## src/rtl/cpu_pkg.sv

```systemverilog
// rtl/cpu_pkg.sv - shared opcode constants and instruction field helpers
package cpu_pkg;

    localparam logic [5:0] OP_RTYPE = 6'd0;
    localparam logic [5:0] OP_J     = 6'd2;
    localparam logic [5:0] OP_BEQ   = 6'd4;
    localparam logic [5:0] OP_ADDI  = 6'd7;
    localparam logic [5:0] OP_SLTI  = 6'd10;
    localparam logic [5:0] OP_LW    = 6'd35;
    localparam logic [5:0] OP_SW    = 6'd43;

    localparam logic [31:0] NOP_INSTR = 32'h0;

    localparam int OPC_HI = 31;
    localparam int OPC_LO = 26;
    localparam int JT_HI  = 25;
    localparam int JT_LO  = 0;

    function automatic logic [5:0] opcode_of(input logic [31:0] instr);
        return instr[OPC_HI:OPC_LO];
    endfunction

endpackage

```

## src/rtl/ifid_reg.sv

```systemverilog
// rtl/ifid_reg.sv - pipeline register for instruction, pc, pc+1 and valid with hold and flush
module ifid_reg
    import cpu_pkg::*;
#(
    parameter int N = 32
) (
    input  logic         clk,
    input  logic         rst_n,
    input  logic         hold,
    input  logic         flush,
    input  logic [N-1:0] instr_in,
    input  logic [N-1:0] pc_in,
    input  logic [N-1:0] pc_plus1_in,
    output logic [N-1:0] instr_out,
    output logic [N-1:0] pc_out,
    output logic [N-1:0] pc_plus1_out,
    output logic         valid_out
);

    logic [N-1:0] instr_q, instr_d;
    logic [N-1:0] pc_q, pc_d;
    logic [N-1:0] pc_plus1_q, pc_plus1_d;
    logic         valid_q, valid_d;

    // Flush beats hold: a redirect must kill the wrong-path entry even while stalled.
    always_comb begin
        instr_d    = instr_q;
        pc_d       = pc_q;
        pc_plus1_d = pc_plus1_q;
        valid_d    = valid_q;
        if (flush) begin
            instr_d = N'(NOP_INSTR);
            valid_d = 1'b0;
        end else if (!hold) begin
            instr_d    = instr_in;
            pc_d       = pc_in;
            pc_plus1_d = pc_plus1_in;
            valid_d    = 1'b1;
        end
    end

    always_ff @(posedge clk or negedge rst_n) begin
        if (!rst_n) begin
            instr_q    <= N'(NOP_INSTR);
            pc_q       <= '0;
            pc_plus1_q <= '0;
            valid_q    <= 1'b0;
        end else begin
            instr_q    <= instr_d;
            pc_q       <= pc_d;
            pc_plus1_q <= pc_plus1_d;
            valid_q    <= valid_d;
        end
    end

    assign instr_out    = instr_q;
    assign pc_out       = pc_q;
    assign pc_plus1_out = pc_plus1_q;
    assign valid_out    = valid_q;

endmodule

```

## src/rtl/instr_fetch_unit.sv

```systemverilog
// rtl/instr_fetch_unit.sv - program counter, next-pc selection and j predecode feeding IF/ID
module instr_fetch_unit
    import cpu_pkg::*;
#(
    parameter int N     = 32,
    parameter int DEPTH = 32
) (
    input  logic         clk,
    input  logic         rst_n,
    input  logic         stall,
    input  logic         redirect_valid,
    input  logic [N-1:0] redirect_pc,
    output logic [N-1:0] rom_addr,
    input  logic [N-1:0] rom_instr,
    output logic [N-1:0] pc,
    output logic [N-1:0] ifid_instr,
    output logic [N-1:0] ifid_pc,
    output logic [N-1:0] ifid_pc_plus1,
    output logic         ifid_valid,
    output logic [N-1:0] fetch_count
);

    localparam int AW = $clog2(DEPTH);

    logic [AW-1:0] pc_q, pc_d;
    logic [N-1:0]  fetch_count_q, fetch_count_d;
    logic [AW-1:0] pc_plus1;
    logic          is_jump;
    logic [AW-1:0] jump_target;
    logic          unused_bits;

    assign pc_plus1    = pc_q + AW'(1);
    assign is_jump     = (opcode_of(rom_instr[31:0]) == OP_J);
    // Target field shifted left by two, kept to the low AW bits of the word index.
    assign jump_target = {rom_instr[AW-3:0], 2'b00};
    assign unused_bits = ^{redirect_pc[N-1:AW], rom_instr[JT_HI:AW-2]};

    always_comb begin
        pc_d          = pc_q;
        fetch_count_d = fetch_count_q;
        if (redirect_valid) begin
            pc_d = redirect_pc[AW-1:0];
        end else if (!stall) begin
            pc_d          = is_jump ? jump_target : pc_plus1;
            fetch_count_d = fetch_count_q + N'(1);
        end
    end

    always_ff @(posedge clk or negedge rst_n) begin
        if (!rst_n) begin
            pc_q          <= '0;
            fetch_count_q <= '0;
        end else begin
            pc_q          <= pc_d;
            fetch_count_q <= fetch_count_d;
        end
    end

    ifid_reg #(.N(N)) u_ifid_reg (
        .clk          (clk),
        .rst_n        (rst_n),
        .hold         (stall),
        .flush        (redirect_valid),
        .instr_in     (rom_instr),
        .pc_in        ({{(N-AW){1'b0}}, pc_q}),
        .pc_plus1_in  ({{(N-AW){1'b0}}, pc_plus1}),
        .instr_out    (ifid_instr),
        .pc_out       (ifid_pc),
        .pc_plus1_out (ifid_pc_plus1),
        .valid_out    (ifid_valid)
    );

    assign rom_addr    = {{(N-AW){1'b0}}, pc_q};
    assign pc          = {{(N-AW){1'b0}}, pc_q};
    assign fetch_count = fetch_count_q;

endmodule

```

## config.mk

```make
export PLATFORM = sky130hd
export DESIGN_NAME = instr_fetch_unit
export DESIGN_NICKNAME = d
export VERILOG_FILES = /design/src/rtl/cpu_pkg.sv /design/src/rtl/ifid_reg.sv /design/src/rtl/instr_fetch_unit.sv
export SDC_FILE = /design/constraint.sdc
export NUM_CORES = 1
export LEC_CHECK = 0
export BUFFER_PORTS_ARGS = -buffer_cell sky130_fd_sc_hd__buf_4
export CAP_MARGIN = 30
export CORE_AREA = 2 2 126 128
export DETAILED_ROUTE_END_ITERATION = 12
export DIE_AREA = 0 0 128 130
export RECOVER_POWER = 100
export SETUP_SLACK_MARGIN = 0.4
export SLEW_MARGIN = 20
export SYNTH_ARGS = -nofsm -noshare
export SYNTH_HDL_FRONTEND = slang
export SYNTH_SLANG_ARGS = --single-unit
export TNS_END_PERCENT = 20
```

## constraint.sdc

```tcl
create_clock -name clk -period 1.4 [get_ports clk]
set_input_delay 0.07 -clock clk [delete_from_list [all_inputs] [get_ports clk]]
set_output_delay 0.07 -clock clk [all_outputs]
set_load 0.005 [all_outputs]
```

# --- Yosys cells after proc, flatten, opt, wreduce, memory -nomap -nowiden ---
# Index checks and enable logic that the tools add are counted.
totals:
  word_cells: 20
  ff_bits: 80
  input_bits: 68
  output_inout_bits: 193
classes:
  n_mux: 7
  eq_ne: 2
  bitwise_logic: 2
  reduce_logical: 1
  add_sub_neg: 2
op_table:
  columns: ["operator", "count"]
  rows:
  - ["32-bit two-way mux", 2]
  - ["32-bit by 1-bit adder with 32-bit output, second input constant", 1]
  - ["5-bit two-way mux", 3]
  - ["6-bit by 2-bit == test with 1-bit output, second input constant", 1]
  - ["5-bit by 1-bit adder with 5-bit output, second input constant", 1]
  - ["1-bit two-way mux", 2]
  - ["2-bit by 1-bit != test with 1-bit output, second input constant", 1]
  - ["1-bit NOT", 2]
  - ["2-bit AND reduction", 1]

# --- Depth between registers and ports, before layout ---
depth:
  depth_word: 4
  mapped_depth: 6
  mapped_depth_nobuf: 5

# --- By module ---
# Synthesis repeated with hierarchy kept, for this count alone.
hier_totals:
  hier_cells: 462
  area_unflattened_um2: 5940.7
modules_own_cells:
  columns: ["mod", "area_per_inst_um2", "seq_area_each_um2", "n_inst", "cells_per_inst"]
  rows:
  - ["ifid_reg", 3731.1, 2427.3, 1, 242]
  - ["instr_fetch_unit", 2209.6, 925.9, 1, 220]

# --- Worst setup path before layout ---
# No wires, ideal clock.
synth_path:
  path_type: "flip-flop to flip-flop"
  startpoint: "reg pc_q[0]"
  endpoint: "reg pc_q[4]"
  slack_ns: -0.057
  synth_period_minus_slack_ns: 1.457
  path_buffers: 0
  stages_incl_launch_ff: 6
  setup_time_ns: 0.066
  t_required_ns: 1.334
  arrival_time_ns: 1.391
  cell_sequence: "dfrtp_1 ha_1 nand3_1 or3_1 a21boi_0 o31a_1"
synth_via:
  elab_chain_len: 4
synth_lines:
  columns: ["element", "line_no", "source"]
  rows:
  - ["start, declared", "instr_fetch_unit.sv:25", "logic [AW-1:0] pc_q, pc_d;"]
  - ["start signal, assigned", "instr_fetch_unit.sv:54", "pc_q <= pc_d;"]
  - ["5-bit by 1-bit adder with 5-bit output", "instr_fetch_unit.sv:32", "assign pc_plus1 = pc_q + AW'(1);"]
  - ["5-bit two-way mux", "instr_fetch_unit.sv:44", "pc_d = is_jump ? jump_target : pc_plus1;"]
  - ["5-bit two-way mux", "instr_fetch_unit.sv:43", "end else if (!stall) begin"]
  - ["5-bit two-way mux", "instr_fetch_unit.sv:41", "if (redirect_valid) begin"]
# Every way passes these cells. The select of a mux whose other input is x is not followed.
# A chain may end at the register's enable or synchronous reset.

# --- Worst setup path in the final report ---
layout_path:
  startpoint: "reg fetch_count_q[6], in the netlist fetch_count[6]"
  endpoint: "reg fetch_count_q[24], in the netlist fetch_count[24]"
layout_via:
  elab_chain_len: 1
layout_lines:
  columns: ["element", "line_no", "source"]
  rows:
  - ["start, declared", "instr_fetch_unit.sv:26", "logic [N-1:0] fetch_count_q, fetch_count_d;"]
  - ["start signal, assigned", "instr_fetch_unit.sv:55", "fetch_count_q <= fetch_count_d;"]
  - ["32-bit by 1-bit adder with 32-bit output", "instr_fetch_unit.sv:45", "fetch_count_d = fetch_count_q + N'(1);"]
# Every way passes these cells.

==> metrics <==
outcome finished, violations left; failing checks setup timing; Data arrival, critical path 1.67 ns; post-route ant nets 0; grt total ovfl 0; main combinational cell family by area after synthesis buffers and inverters; critical path startpoint fetch_count[6]$_DFFE_PN0P_; cell area after layout 6750 um2; count of cell types in the netlist 43; die area 16,600 um2; PwrDens 1010 nW/um2; Synth Flop Type dfrtp_1; fillers 1,439; FF-to-FF Start fetch_count[6]$_DFFE_PN0P_; Inst Count DP 765; clk sink count 80; Clock Tree Root clkbuf_16; die height 130 um; Initial Utilization 0.290; routability cong. 0.765; FF-to-FF End fetch_count[24]$_DFFE_PN0P_; Slew HR 0.499; Min Hold Slack 0.0330 ns; post-synthesis cell area 4470 um2; vias in the first global route 3,427; DR pass1 iterations 4; syn avg cell area 10.5 um2; Port Buffers 125; simple-gate area share of the yosys netlist 0.154; fin crit period 1.42 ns; CTS tree done; max-slew violation count 0; Adder-Cell Fraction of Synth Area 0.00560; final hold vios 0; post-DR wirelength/cell 13.6 um; Setup CP Type reg -> reg; core area 15,400 um2; worst reg2reg setup slack -0.02 ns; Yosys warnings 0; Clk Latency, worst-skew pair 0.34 ns; WL final 11,200 um; worst slack, placed -0.0275 ns; largest net degree at the start of global routing 81; Max VDD drop 0.000554 V; sequential area share after synthesis 0.448; chip width 128 um; Worst-Margin Slew 0.751 ns; fin nets 702; H-tree levels 3; Lkg Pwr 3.42 nW; area delta synth->final 51.2%; gr usage total 0.134; Hold Path End u_ifid_reg.instr_out[2]$_DFFE_PN0P_; vias per cell 4.25; placed cell areas 5510 um2; RSZ-0062 raised after global routing yes; hold path cells 3; fin crit share 1.01; setup TNS -0.0173 ns; IO Count 261; diode count 0; via count 3,521; Critical Path Fanout Max 5; total power 6.82 mW; Final setup violation count 2; HPWL Detailed 7550 um; skew final 0.00457 ns; row cnt 46; Gate Count Post-Synth 427; Synth Register Bits 80; Data required, critical path 1.66 ns; Worst R2R Path Depth 4; Num CTS Buffers 9; beginning of the worst hold path rom_instr[2]; post-layout util 0.438; ys async rst share 1.00; Max Fclk 0.706 GHz; DR iter-0 viols 78; CTS max path bufs 2; worst path setup slack after routing -0.0170 ns; XOR/XNOR Fraction of Synth Area 0.0667; Post-synth EDFFs 0; post-synthesis mux area share 0.0849; drt drc 0; initial antenna violation count 0; post-synthesis compound-gate area fraction 0.0277; max_cap viols 0; Post-Layout Cell Count 829; Critical Path Source Type flip-flop; first-pass GRT wire length 17,400 um; HP Class in -> reg; Setup crit end kind flip-flop; Reg clk slew, reported paths 0.06 ns; ratio of cells with drive above 1 in the final layout 0.391
power breakdown:
part           switching [mW]  total [mW]  internal, mW
sequential              0.147        2.67          2.53
clock                   0.963        2.34          1.38
combinational           0.765        1.81          1.04
cell usage after synthesis (all sizes together) (2+ instances only):
library cell,count,area [um2]
buf,123,908
dfrtp,80,2000
nor2,37,146
mux2i,30,300
xnor2,23,201
nand2,17,63.8
nand4,15,109
nand3,12,85.1
xor2,11,96.3
nor4,8,56.3
a21oi,7,35.0
and2,7,45.1
mux2,7,78.8
and3,6,40.0
clkbuf,6,22.5
and4,5,50.1
o21ai,5,25.0
inv,4,15.0
nand2b,3,18.8
a211oi,2,15.0
a21boi,2,15.0
ha,2,25.0
nor2b,2,12.5
o31a,2,17.5
or3,2,12.5
routing by layer:
metal	part of all wire	GRT usage	wire [um]	up-vias
met5	0	0	0	-
met4	0.020	0.0646	225	0
met3	0.070	0.0373	788	13
met2	0.51	0.234	5780	165
met1	0.40	0.152	4450	1719
li1	-	-	-	1624
flip-flops by register name, indices dropped and copies added, names as in the netlist:
name                     cells
fetch_count                 32
u_ifid_reg.instr_out        32
pc_q                         5
u_ifid_reg.pc_out            5
u_ifid_reg.pc_plus1_out      5
u_ifid_reg.valid_out         1
layout make-up:
cell class | instances | area (um2) | area share
Inverter | 4 | 15.0 | 0.00222
Tap cell | 192 | 240 | 0.0356
Sequential cell | 80 | 2010 | 0.298
Multi-Input combinational cell | 322 | 2280 | 0.338
Clock inverter | 5 | 57.6 | 0.00852
Timing Repair Buffer | 215 | 1920 | 0.284
Clock buffer | 11 | 233 | 0.0345
critical path, cell delays in order (launching register included):
cell     delay [ns]
dfrtp_1        0.36
and4_4         0.29
nand3_4        0.17
nor4_4         0.32
xor2_1         0.19
cell families (layout without fill, tap and decap cells):
kind of cell / count (synthesis) / after routing
other: 1 / 108
multiplexers: 37 / 37
buffers and inverters: 133 / 235
XOR/XNOR: 34 / 34
AND/OR/NAND/NOR: 120 / 121
adder cells (fa/ha/maj): 2 / 2
AO/OA/AOI/OAI: 20 / 20
flip-flops: 80 / 80
cells in the final DEF, fill, tap and decap left out, types with 4 or more instances in the layout:
cell,instances
clkbuf_4,36
dfrtp_1,74
nand3_1,5
nand4_1,14
conb_1,108
inv_1,4
and4_4,5
mux2i_1,30
xnor2_1,18
clkbuf_16,9
xor2_1,11
nand2_1,14
a21oi_1,7
mux2_4,4
nor4_4,7
dfrtp_2,6
and2_1,4
buf_4,60
nand3_4,6
buf_6,67
nor2_1,35
clkbuf_1,15
dlygate4sd3_1,34
xnor2_2,5
worst max path at each step:
| stage | cells after the start | endpoint |
|---|---|---|
| after global placement | 4 | fetch_count[17]$_DFFE_PN0P_ |
| after CTS | 4 | fetch_count[24]$_DFFE_PN0P_ |
| after floorplan | 4 | fetch_count[28]$_DFFE_PN0P_ |
| final | 4 | fetch_count[24]$_DFFE_PN0P_ |
| after global routing | 4 | fetch_count[24]$_DFFE_PN0P_ |
| after detailed placement | 4 | fetch_count[24]$_DFFE_PN0P_ |
repair_timing:
| item | CTS | global route |
|---|---|---|
| gates resized for setup | 101 | 34 |
| buffers inserted | 1 | 12 |
| hold buffers | 34 | 0 |
| pin swaps | 44 | 35 |
| endpoints found under the hold margin | 113 | 0 |
| endpoints found under the setup margin | 77 | 78 |
| cloned | 1 | 0 |
Note: power is estimated with default switching activity, not from simulation.
